**src/rtl/bcd_serial_adder_pkg.sv**
```systemverilog
// Shared definitions for the digit-serial BCD adder/subtractor.
//   state_e      : controller states IDLE -> RUN -> DONE -> IDLE
//   BCD_MAX      : largest legal BCD digit value (9)
//   BCD_CORR     : decimal correction added when a digit sum exceeds 9
//   nines_comp   : 9's complement of one digit (wraps mod 16 for bad digits)
//   digit_invalid: flags a nibble that is not a legal BCD digit
package bcd_pkg;

  typedef enum logic [1:0] {
    IDLE = 2'd0,
    RUN  = 2'd1,
    DONE = 2'd2
  } state_e;

  localparam logic [3:0] BCD_MAX  = 4'd9;
  localparam logic [3:0] BCD_CORR = 4'd6;

  function automatic logic [3:0] nines_comp(input logic [3:0] d);
    return BCD_MAX - d;
  endfunction

  function automatic logic digit_invalid(input logic [3:0] d);
    return d > BCD_MAX;
  endfunction

endpackage

```
**src/rtl/bcd_serial_adder_if.sv**
```systemverilog
// Request/response bundle of the BCD serial adder.
//   master : drives start, sub, cin, a, b; observes busy, done, sum, cout, err
//   slave  : the adder side of the same signals
interface bcd_serial_adder_if #(
  parameter int DIGITS = 4
) ();
  logic                  start;
  logic                  sub;
  logic                  cin;
  logic [4*DIGITS-1:0]   a;
  logic [4*DIGITS-1:0]   b;
  logic                  busy;
  logic                  done;
  logic [4*DIGITS-1:0]   sum;
  logic                  cout;
  logic                  err;

  modport master (
    output start, sub, cin, a, b,
    input  busy, done, sum, cout, err
  );

  modport slave (
    input  start, sub, cin, a, b,
    output busy, done, sum, cout, err
  );
endinterface

```
**src/rtl/bcd_serial_adder_digit.sv**
```systemverilog
// Combinational single-digit BCD adder.
//   a_d_i, b_d_i : digit operands (values >9 are still summed mod 16)
//   c_i          : decimal carry in
//   s_o          : BCD digit result
//   c_o          : decimal carry out
module bcd_digit_add
  import bcd_pkg::*;
(
  input  logic [3:0] a_d_i,
  input  logic [3:0] b_d_i,
  input  logic       c_i,
  output logic [3:0] s_o,
  output logic       c_o
);

  logic [4:0] t;
  logic [4:0] t_corr;

  assign t      = {1'b0, a_d_i} + {1'b0, b_d_i} + {4'd0, c_i};
  assign t_corr = t + {1'b0, BCD_CORR};

  always_comb begin
    if (t > {1'b0, BCD_MAX}) begin
      s_o = t_corr[3:0];
      c_o = 1'b1;
    end else begin
      s_o = t[3:0];
      c_o = 1'b0;
    end
  end

endmodule

```
**src/rtl/bcd_serial_adder.sv**
```systemverilog
// Multi-digit packed-BCD adder/subtractor, one digit per clock, LSD first.
//   clk   : rising-edge clock
//   rst_n : asynchronous active-low reset, aborts any operation in flight
//   bus   : slave side of bcd_serial_adder_if
//           start/sub/cin/a/b captured in IDLE; busy high in RUN;
//           done pulses one cycle; sum/cout/err held until next completion
// Subtraction is A + (9's complement of B) + 1; cout=1 means no borrow.
module bcd_serial_adder
  import bcd_pkg::*;
#(
  parameter int DIGITS = 4
) (
  input  logic              clk,
  input  logic              rst_n,
  bcd_serial_adder_if.slave bus
);

  localparam int W     = 4 * DIGITS;
  localparam int IDX_W = $clog2(DIGITS + 1);
  localparam logic [IDX_W-1:0] LAST_IDX = IDX_W'(DIGITS - 1);

  state_e            state_q,   state_d;
  logic [IDX_W-1:0]  idx_q,     idx_d;
  logic [W-1:0]      a_sr_q,    a_sr_d;
  logic [W-1:0]      b_sr_q,    b_sr_d;
  logic              carry_q,   carry_d;
  logic [W-1:0]      res_q,     res_d;
  logic              err_cap_q, err_cap_d;
  logic [W-1:0]      sum_q,     sum_d;
  logic              cout_q,    cout_d;
  logic              err_q,     err_d;

  logic [W-1:0]      b_eff;
  logic [DIGITS-1:0] dig_bad;
  logic [3:0]        dig_s;
  logic              dig_c;
  logic [W-1:0]      res_shift;

  // B is complemented at capture so RUN only ever adds.
  for (genvar gi = 0; gi < DIGITS; gi++) begin : g_capture
    assign b_eff[4*gi +: 4] = bus.sub ? nines_comp(bus.b[4*gi +: 4]) : bus.b[4*gi +: 4];
    assign dig_bad[gi]      = digit_invalid(bus.a[4*gi +: 4]) | digit_invalid(bus.b[4*gi +: 4]);
  end

  bcd_digit_add u_digit (
    .a_d_i (a_sr_q[3:0]),
    .b_d_i (b_sr_q[3:0]),
    .c_i   (carry_q),
    .s_o   (dig_s),
    .c_o   (dig_c)
  );

  // New digit enters at the top; after DIGITS shifts digit 0 sits at [3:0].
  if (DIGITS == 1) begin : g_res_one
    assign res_shift = dig_s;
  end else begin : g_res_multi
    assign res_shift = {dig_s, res_q[W-1:4]};
  end

  always_comb begin
    state_d   = state_q;
    idx_d     = idx_q;
    a_sr_d    = a_sr_q;
    b_sr_d    = b_sr_q;
    carry_d   = carry_q;
    res_d     = res_q;
    err_cap_d = err_cap_q;
    sum_d     = sum_q;
    cout_d    = cout_q;
    err_d     = err_q;
    unique case (state_q)
      IDLE: begin
        if (bus.start) begin
          a_sr_d    = bus.a;
          b_sr_d    = b_eff;
          carry_d   = bus.sub | bus.cin;
          err_cap_d = |dig_bad;
          idx_d     = '0;
          state_d   = RUN;
        end
      end
      RUN: begin
        a_sr_d  = a_sr_q >> 4;
        b_sr_d  = b_sr_q >> 4;
        carry_d = dig_c;
        res_d   = res_shift;
        idx_d   = idx_q + 1'b1;
        if (idx_q == LAST_IDX) begin
          sum_d   = res_shift;
          cout_d  = dig_c;
          err_d   = err_cap_q;
          state_d = DONE;
        end
      end
      DONE:    state_d = IDLE;
      default: state_d = IDLE;
    endcase
  end

  always_ff @(posedge clk or negedge rst_n) begin
    if (!rst_n) begin
      state_q   <= IDLE;
      idx_q     <= '0;
      a_sr_q    <= '0;
      b_sr_q    <= '0;
      carry_q   <= 1'b0;
      res_q     <= '0;
      err_cap_q <= 1'b0;
      sum_q     <= '0;
      cout_q    <= 1'b0;
      err_q     <= 1'b0;
    end else begin
      state_q   <= state_d;
      idx_q     <= idx_d;
      a_sr_q    <= a_sr_d;
      b_sr_q    <= b_sr_d;
      carry_q   <= carry_d;
      res_q     <= res_d;
      err_cap_q <= err_cap_d;
      sum_q     <= sum_d;
      cout_q    <= cout_d;
      err_q     <= err_d;
    end
  end

  assign bus.busy = (state_q == RUN);
  assign bus.done = (state_q == DONE);
  assign bus.sum  = sum_q;
  assign bus.cout = cout_q;
  assign bus.err  = err_q;

endmodule

```
**src/flat_wrapper.sv**
```systemverilog
// flat-port wrapper written by rule: the top's interface ports become plain ports
module bcd_serial_adder_flat import bcd_pkg::*;
#(
  parameter int DIGITS = 4
)
  (clk, rst_n, bus_start, bus_sub, bus_cin, bus_a, bus_b, bus_busy, bus_done, bus_sum, bus_cout, bus_err);
  bcd_serial_adder_if #(.DIGITS(DIGITS)) bus_i ();
  input  logic clk;
  input  logic rst_n;
  input wire logic [$bits(bus_i.start)-1:0] bus_start;
  input wire logic [$bits(bus_i.sub)-1:0] bus_sub;
  input wire logic [$bits(bus_i.cin)-1:0] bus_cin;
  input wire logic [$bits(bus_i.a)-1:0] bus_a;
  input wire logic [$bits(bus_i.b)-1:0] bus_b;
  output wire logic [$bits(bus_i.busy)-1:0] bus_busy;
  output wire logic [$bits(bus_i.done)-1:0] bus_done;
  output wire logic [$bits(bus_i.sum)-1:0] bus_sum;
  output wire logic [$bits(bus_i.cout)-1:0] bus_cout;
  output wire logic [$bits(bus_i.err)-1:0] bus_err;
  assign bus_i.start = bus_start;
  assign bus_i.sub = bus_sub;
  assign bus_i.cin = bus_cin;
  assign bus_i.a = bus_a;
  assign bus_i.b = bus_b;
  assign bus_busy = bus_i.busy;
  assign bus_done = bus_i.done;
  assign bus_sum = bus_i.sum;
  assign bus_cout = bus_i.cout;
  assign bus_err = bus_i.err;
  bcd_serial_adder #(.DIGITS(DIGITS)) u_core (.clk(clk), .rst_n(rst_n), .bus(bus_i));
endmodule
```
**config.mk**
```make
export PLATFORM = sky130hd
export DESIGN_NAME = bcd_serial_adder_flat
export DESIGN_NICKNAME = d
export VERILOG_FILES = /design/src/rtl/bcd_serial_adder_pkg.sv /design/src/rtl/bcd_serial_adder_if.sv /design/src/rtl/bcd_serial_adder_digit.sv /design/src/rtl/bcd_serial_adder.sv /design/src/flat_wrapper.sv
export SDC_FILE = /design/constraint.sdc
export NUM_CORES = 1
export LEC_CHECK = 0
export CORE_MARGIN = 2
export CORE_UTILIZATION = 50
export CTS_BUF_LIST = sky130_fd_sc_hd__clkbuf_4
export DETAILED_ROUTE_END_ITERATION = 16
export PLACE_DENSITY = 0.8
export SYNTH_ARGS = -nofsm -noshare
export SYNTH_HDL_FRONTEND = slang
export SYNTH_HIERARCHICAL = 1
export SYNTH_SLANG_ARGS = --single-unit
```
**constraint.sdc**
```tcl
create_clock -name clk -period 6.6 [get_ports clk]
set_clock_uncertainty 0.2 [all_clocks]
set_input_delay 1.32 -clock clk [delete_from_list [all_inputs] [get_ports clk]]
set_output_delay 1.32 -clock clk [all_outputs]
set_load 0.02 [all_outputs]
```
==> results.txt, run 1 <==
HPWL after detailed placement: 4.84 mm
Synth top area cells: dfrtp_1 (51%), a22oi_1 (8.2%), nand2_1 (5.0%)
Pwr Total: 1.99 mW
Worst reg2reg path endpoint: u_core/bus.sum[15]
Total Wirelength: 6.93 mm
Commonest cells in the netlist: dfrtp_1 (69), nand2_1 (45), a22oi_1 (37)
PortBufs: 56
CTS tree: yes
CTS Buffer Depth: 2
Final hold slack: 0.290 ns
Crit-path max FO: 32
Critical Path Source Type: flip-flop
Critical path endpoint category: output pin
Critical path, cell by cell: nand2b_1 > clkinv_4 > clkdlybuf4s50_1
Gp weighted congestion: 0.749
Area grow syn2layout: 22.0%
Number of DRC markers in iteration 0: 123
Hold worst-path end: u_core/res_q[6]
Setup bufs post-CTS: 0
DRC violations left: 0
Root Driver: clkbuf_4
Clk sink count: 69
Die Width: 86.3 um
Post-route minimum period: 4.49 ns
Worst-path clk slew: 0.11 ns
Pin count of the biggest net entering global routing: 70
Synth Cell Area: 3380 sq um
Worst path slowest cell: dfrtp_1
Data required, critical path: 5.08 ns
Via density: 5.79
N_diodes: 0
Die Ht: 86.3 um
Post-synth net total: 359
Worst slew margin: 0.178
Final Cycle Share: 0.681
DR pass1 iterations: 5
Vias in the first global route: 2533
Hold Crit Class: reg2reg
Cts hold-fix bufs: 0
Worst Reg-to-Reg Cells: 8
Gr ovfl total: 0
H-tree Lvls: 3
Fmax: 223 MHz
Number of routed nets with antenna violations: 0
Worst EP arrival: 2.97 ns
RSZ-0062 raised after global routing: false
Final Setup Violations: 0
Ys Warns: 6
First-pass GRT wire length: 11.8 mm
Dominant cell by count in the synthesized netlist: dfrtp_1
Sequential-to-total area share from yosys stat: 0.510
Max IR drop VDD: 194 uV
Leakage power: 1.89 nW
Outcome: complete, no violations
Pins Over Slew Limit: 0
Synth Area per Inst: 10.9 sq um
Cts bufs inserted: 9
Routed via count: 2546
Layout cells sized above 1: 0.124
Post-synth top area share: 0.510
Setup TNS Final: 0 ns
Post-synth EDFFs: 0
Yosys top cell by area: dfrtp_1
Num rows: 29
Post-synthesis register bit count: 69
Launch point of the worst reg-to-reg path: u_core/a_sr_q[0]
Post-synthesis cell count: 310
Initial antenna violation count: 0
# resized after CTS: 0
Library cells used by synthesis: 40
Final layout net count: 408
Critical path type: reg2out
Clk_lat worst skew: 0.41 ns
FFs w/ async S/R, synth: 1.00
Maxcap violations: 0
Final Hold Vio Count: 0
Tot GR Track Use: 0.202
Setup slack, reg-to-reg: 3.49 ns
Hold path depth: 2
Worst slew pin tran: 1.23 ns
HP Start: u_core/res_q[6]
WP buf/inv: 2
Initial Util: 0.524
CP peak stage delay: 0.94 ns
I/O pins: 57
Core area: 6460 sq um
Avg WL per Cell: 15.7 um
Die Area: 7440 sq um
Delay-heaviest family, CP: buffers and inverters
Critical path depth in cells: 3
Top FF cell, synth: dfrtp_1
P per Cell Area: 482 nW/um^2
## cell families (layout without fill, tap and decap cells)
family | count (synthesis) | in the layout | synth area share
XOR/XNOR | 7 | 7 | 0.0181
buffers and inverters | 34 | 87 | 0.0470
flip-flops | 69 | 69 | 0.510
adder cells (fa/ha/maj) | 12 | 12 | 0.0488
multiplexers | 22 | 22 | 0.0828
AND/OR/NAND/NOR | 65 | 65 | 0.0865
AO/OA/AOI/OAI | 101 | 101 | 0.206
## how the worst max path moves through the flow
stage                       from                  to
2_1_floorplan   u_core/a_sr_q[0]  u_core/bus.sum[15]
3_3_place_gp   u_core/state_q[1]            bus_busy
3_5_place_dp   u_core/state_q[1]            bus_busy
4_1_cts        u_core/state_q[1]            bus_busy
5_1_grt        u_core/state_q[0]            bus_busy
6_report       u_core/state_q[1]            bus_busy
## per-stage QoR
stage,std cells,instance area [sq um],setup WS (ns),util
final,440,4130,2.11,0.639
after global routing,440,4130,1.86,0.639
after CTS,440,4130,2.06,0.639
after detailed placement,425,3950,2.52,0.611
after global placement,425,3950,2.59,0.611
after floorplan,310,3380,3.69,-
## worst register-to-register path, stage by stage (launching register included)
cell	delay [ns]
dfrtp_1	0.44
fa_1	0.48
fa_1	0.42
xnor2_1	0.18
ha_1	0.25
a31o_1	0.23
a2111oi_0	0.40
nor2b_1	0.15
mux2_4	0.28
## metal layers
layer	up-vias	global-route usage	wire [um]
li1	1213	-	-
met1	1250	0.257	3000
met2	74	0.342	3440
met3	9	0.0457	385
met4	0	0.0724	102
met5	-	0	0
## layout make-up
cell class	count	area [sq um]
fill	509	2330
inverter	14	57.6
clock buffer	9	67.6
multi-input combinational	207	1500
tap	77	96.3
timing repair buffer	58	571
sequential	69	1730
clock inverter	6	111
## power breakdown
| group | switching, mW | internal, mW | total [mW] |
|---|---|---|---|
| logic | 0.458 | 0.428 | 0.885 |
| registers | 0.160 | 0.607 | 0.767 |
| clock network | 0.148 | 0.190 | 0.339 |
## state kept, by name, summed over array words and instances, names as in the netlist, 2 cells and up
signal and flops:
u_core/idx_q 3, u_core/state_q 2, u_core/a_sr_q 16, u_core/res_q 12
u_core/bus.sum 16, u_core/b_sr_q 16
## cells in the final DEF (no fill, tap or decap), types with 2 or more instances in the layout
cell type / instances
nor2_1: 3
nor2b_1: 6
a21o_1: 3
xor2_1: 2
mux2_4: 9
a22oi_1: 37
ha_1: 10
dfrtp_1: 69
xnor2_1: 5
o22ai_1: 2
bufinv_16: 3
a22o_1: 9
nand3_1: 4
buf_4: 2
o22a_1: 2
o21ai_0: 33
a32oi_1: 3
inv_1: 12
mux2_2: 12
clkbuf_4: 9
fa_1: 2
a21oi_1: 5
and4_1: 2
nand2_1: 45
clkdlybuf4s50_1: 55
(Power assumes the default switching activity.)
==> run 2, diff against run 1 <==
- PLACE_DENSITY: 0.8 -> 0.83
- clock period: 6.6 -> 3.8 ns (I/O delays scaled with it)
==> run 2 against run 1 <==
  * Non-clock buffer count up 5
  * Global-route usage grew 1.3 points
  * Largest cell class unchanged
  * Power grew 75%
  * Critical path depth is 5 higher
  * Sequential power grew 67%
  * Flip-flop and latch count unchanged
  * Worst hold slack worse by 0.0023 ns
  * Clock power rose by 63%
  * Worst setup slack lost 1.5 ns
  * Register-to-register slack got worse by 2.9 ns
==> results.txt, run 2 (same netlist as run 1, synthesis figures left out) <==
Max IR drop VDD: 263 uV (was 194 uV)
Outcome: complete, no violations (unchanged)
Post-route minimum period: 3.17 ns
Die Width: 86.3 um (unchanged)
CTS tree: yes (unchanged)
Pin count of the biggest net entering global routing: 46 (was 70)
Final Cycle Share: 0.833
Pwr Total: 3.48 mW (was 1.99 mW)
Worst Reg-to-Reg Cells: 8 (unchanged)
Setup slack, reg-to-reg: 0.63 ns (was 3.49 ns)
Launch point of the worst reg-to-reg path: u_core/a_sr_q[0] (unchanged)
Worst slew pin tran: 1.00 ns (was 1.23 ns)
N_diodes: 0 (unchanged)
Layout cells sized above 1: 0.138 (was 0.124)
Non-filler instance count after layout: 446 (was 440)
Commonest non-fill, non-tap cell in the layout: dfrtp_1 (unchanged)
Routed via count: 2608 (was 2546)
Gp weighted congestion: 0.802 (was 0.749)
Final layout net count: 413 (was 408)
Critical Path Source Type: flip-flop (unchanged)
Die Ht: 86.3 um (unchanged)
Worst EP arrival: 3.29 ns (was 2.97 ns)
Layout Utilization: 0.643 (was 0.639)
Gr ovfl total: 0 (unchanged)
Tot GR Track Use: 0.216 (was 0.202)
I/O pins: 57 (unchanged)
Core area: 6460 sq um (unchanged)
Placed cells: 430 (was 425)
Via density: 5.85 (was 5.79)
Data required, critical path: 3.93 ns (was 5.08 ns)
Setup bufs post-CTS: 0 (unchanged)
Root Driver: clkbuf_4 (unchanged)
# resized after CTS: 0 (unchanged)
PortBufs: 56 (unchanged)
DR pass1 iterations: 5 (unchanged)
H-tree Lvls: 3 (unchanged)
Maxcap violations: 0 (unchanged)
Setup TNS Final: 0 ns (unchanged)
Cts bufs inserted: 9 (unchanged)
Area grow syn2layout: 22.7% (was 22.0%)
Worst reg2reg path endpoint: u_core/bus.sum[15] (unchanged)
Cts hold-fix bufs: 0 (unchanged)
Pins Over Slew Limit: 0 (unchanged)
Fmax: 316 MHz
Total Wirelength: 7.36 mm (was 6.93 mm)
Hold Crit Class: in2async (was reg2reg)
Num rows: 29 (unchanged)
First-pass GRT wire length: 12.6 mm (was 11.8 mm)
Vias in the first global route: 2660 (was 2533)
DRC violations left: 0 (unchanged)
Critical path type: reg2reg (was reg2out)
Worst slew margin: 0.330 (was 0.178)
CTS Buffer Depth: 2 (unchanged)
Number of routed nets with antenna violations: 0 (unchanged)
HPWL after detailed placement: 5.19 mm (was 4.84 mm)
Commonest non-fill, non-tap cells in the layout: dfrtp_1 (69), clkdlybuf4s50_1 (55), nand2_1 (45), a22oi_1 (37), o21ai_0 (33) (unchanged)
Worst-path clk slew: 0.13 ns (was 0.11 ns)
RSZ-0062 raised after global routing: false (unchanged)
Initial antenna violation count: 0 (unchanged)
Final Setup Violations: 0 (unchanged)
Clk_lat worst skew: 0.43 ns (was 0.41 ns)
P per Cell Area: 838 nW/um^2 (was 482 nW/um^2)
Initial Util: 0.524 (unchanged)
Clk sink count: 69 (unchanged)
Crit-path max FO: 3 (was 32)
Leakage power: 1.91 nW (was 1.89 nW)
Die Area: 7440 sq um (unchanged)
Number of DRC markers in iteration 0: 122 (was 123)
Critical path endpoint category: flip-flop (was output pin)
Final hold slack: 0.287 ns (was 0.290 ns)
Final Hold Vio Count: 0 (unchanged)
Avg WL per Cell: 16.5 um (was 15.7 um)
## run 2: changes by cell type in the layout (fill, tap and decap cells not counted), sizes merged
| cell | previous run | this run |
|---|---|---|
| bufinv | 3 | 2 |
| clkinv | 3 | 5 |
| buf | 3 | 8 |
## run 2: report_power, final
part / total [mW] / internal [mW] / switching, mW
sequential: 1.28 / 1.05 / 0.222
combinational: 1.65 / 0.767 / 0.885
clock: 0.552 / 0.270 / 0.282
## run 2: per-layer routing
| layer | vias up | share of wire | wire, um | GRT usage |
|---|---|---|---|---|
| li1 | 1225 | - | - | - |
| met1 | 1270 | 0.43 | 3150 | 0.286 |
| met2 | 97 | 0.48 | 3560 | 0.351 |
| met3 | 16 | 0.062 | 454 | 0.0305 |
| met4 | 0 | 0.027 | 197 | 0.104 |
| met5 | - | 0 | 0 | 0 |
## run 2: worst max-delay path, cell delays in order, from the launching register on
cell	delay, ns
dfrtp_1	0.43
fa_1	0.48
fa_1	0.43
xnor2_1	0.19
ha_1	0.26
a31o_1	0.24
a2111oi_0	0.45
nor2b_1	0.12
mux2_4	0.28
## run 2: worst max-delay path by stage
stage               cells past startpoint  slack (ns)              from                  to
finish                                  8        0.63  u_core/a_sr_q[0]  u_core/bus.sum[15]
global route                            8        0.45  u_core/b_sr_q[0]  u_core/bus.sum[15]
CTS                                     8        0.65  u_core/a_sr_q[0]  u_core/bus.sum[15]
detailed placement                      8        0.65  u_core/a_sr_q[0]  u_core/bus.sum[15]
global placement                        8        0.81  u_core/a_sr_q[0]  u_core/bus.sum[15]
floorplan                               8        0.89  u_core/a_sr_q[0]  u_core/bus.sum[15]
## run 2: cell type report
class / count / area (sq um)
timing repair buffer: 63 / 608
clock buffer: 9 / 67.6
inverter: 14 / 57.6
clock inverter: 7 / 98.8
tap: 77 / 96.3
multi-input combinational: 207 / 1500
fill: 522 / 2310
sequential: 69 / 1730
## run 2: through the flow
step / setup WS, ns / instance area [sq um]
2_1_floorplan: 0.894 / 3380
3_3_place_gp: 0.808 / 3990
3_5_place_dp: 0.652 / 3990
4_1_cts: 0.646 / 4150
5_1_grt: 0.448 / 4150
6_report: 0.633 / 4150
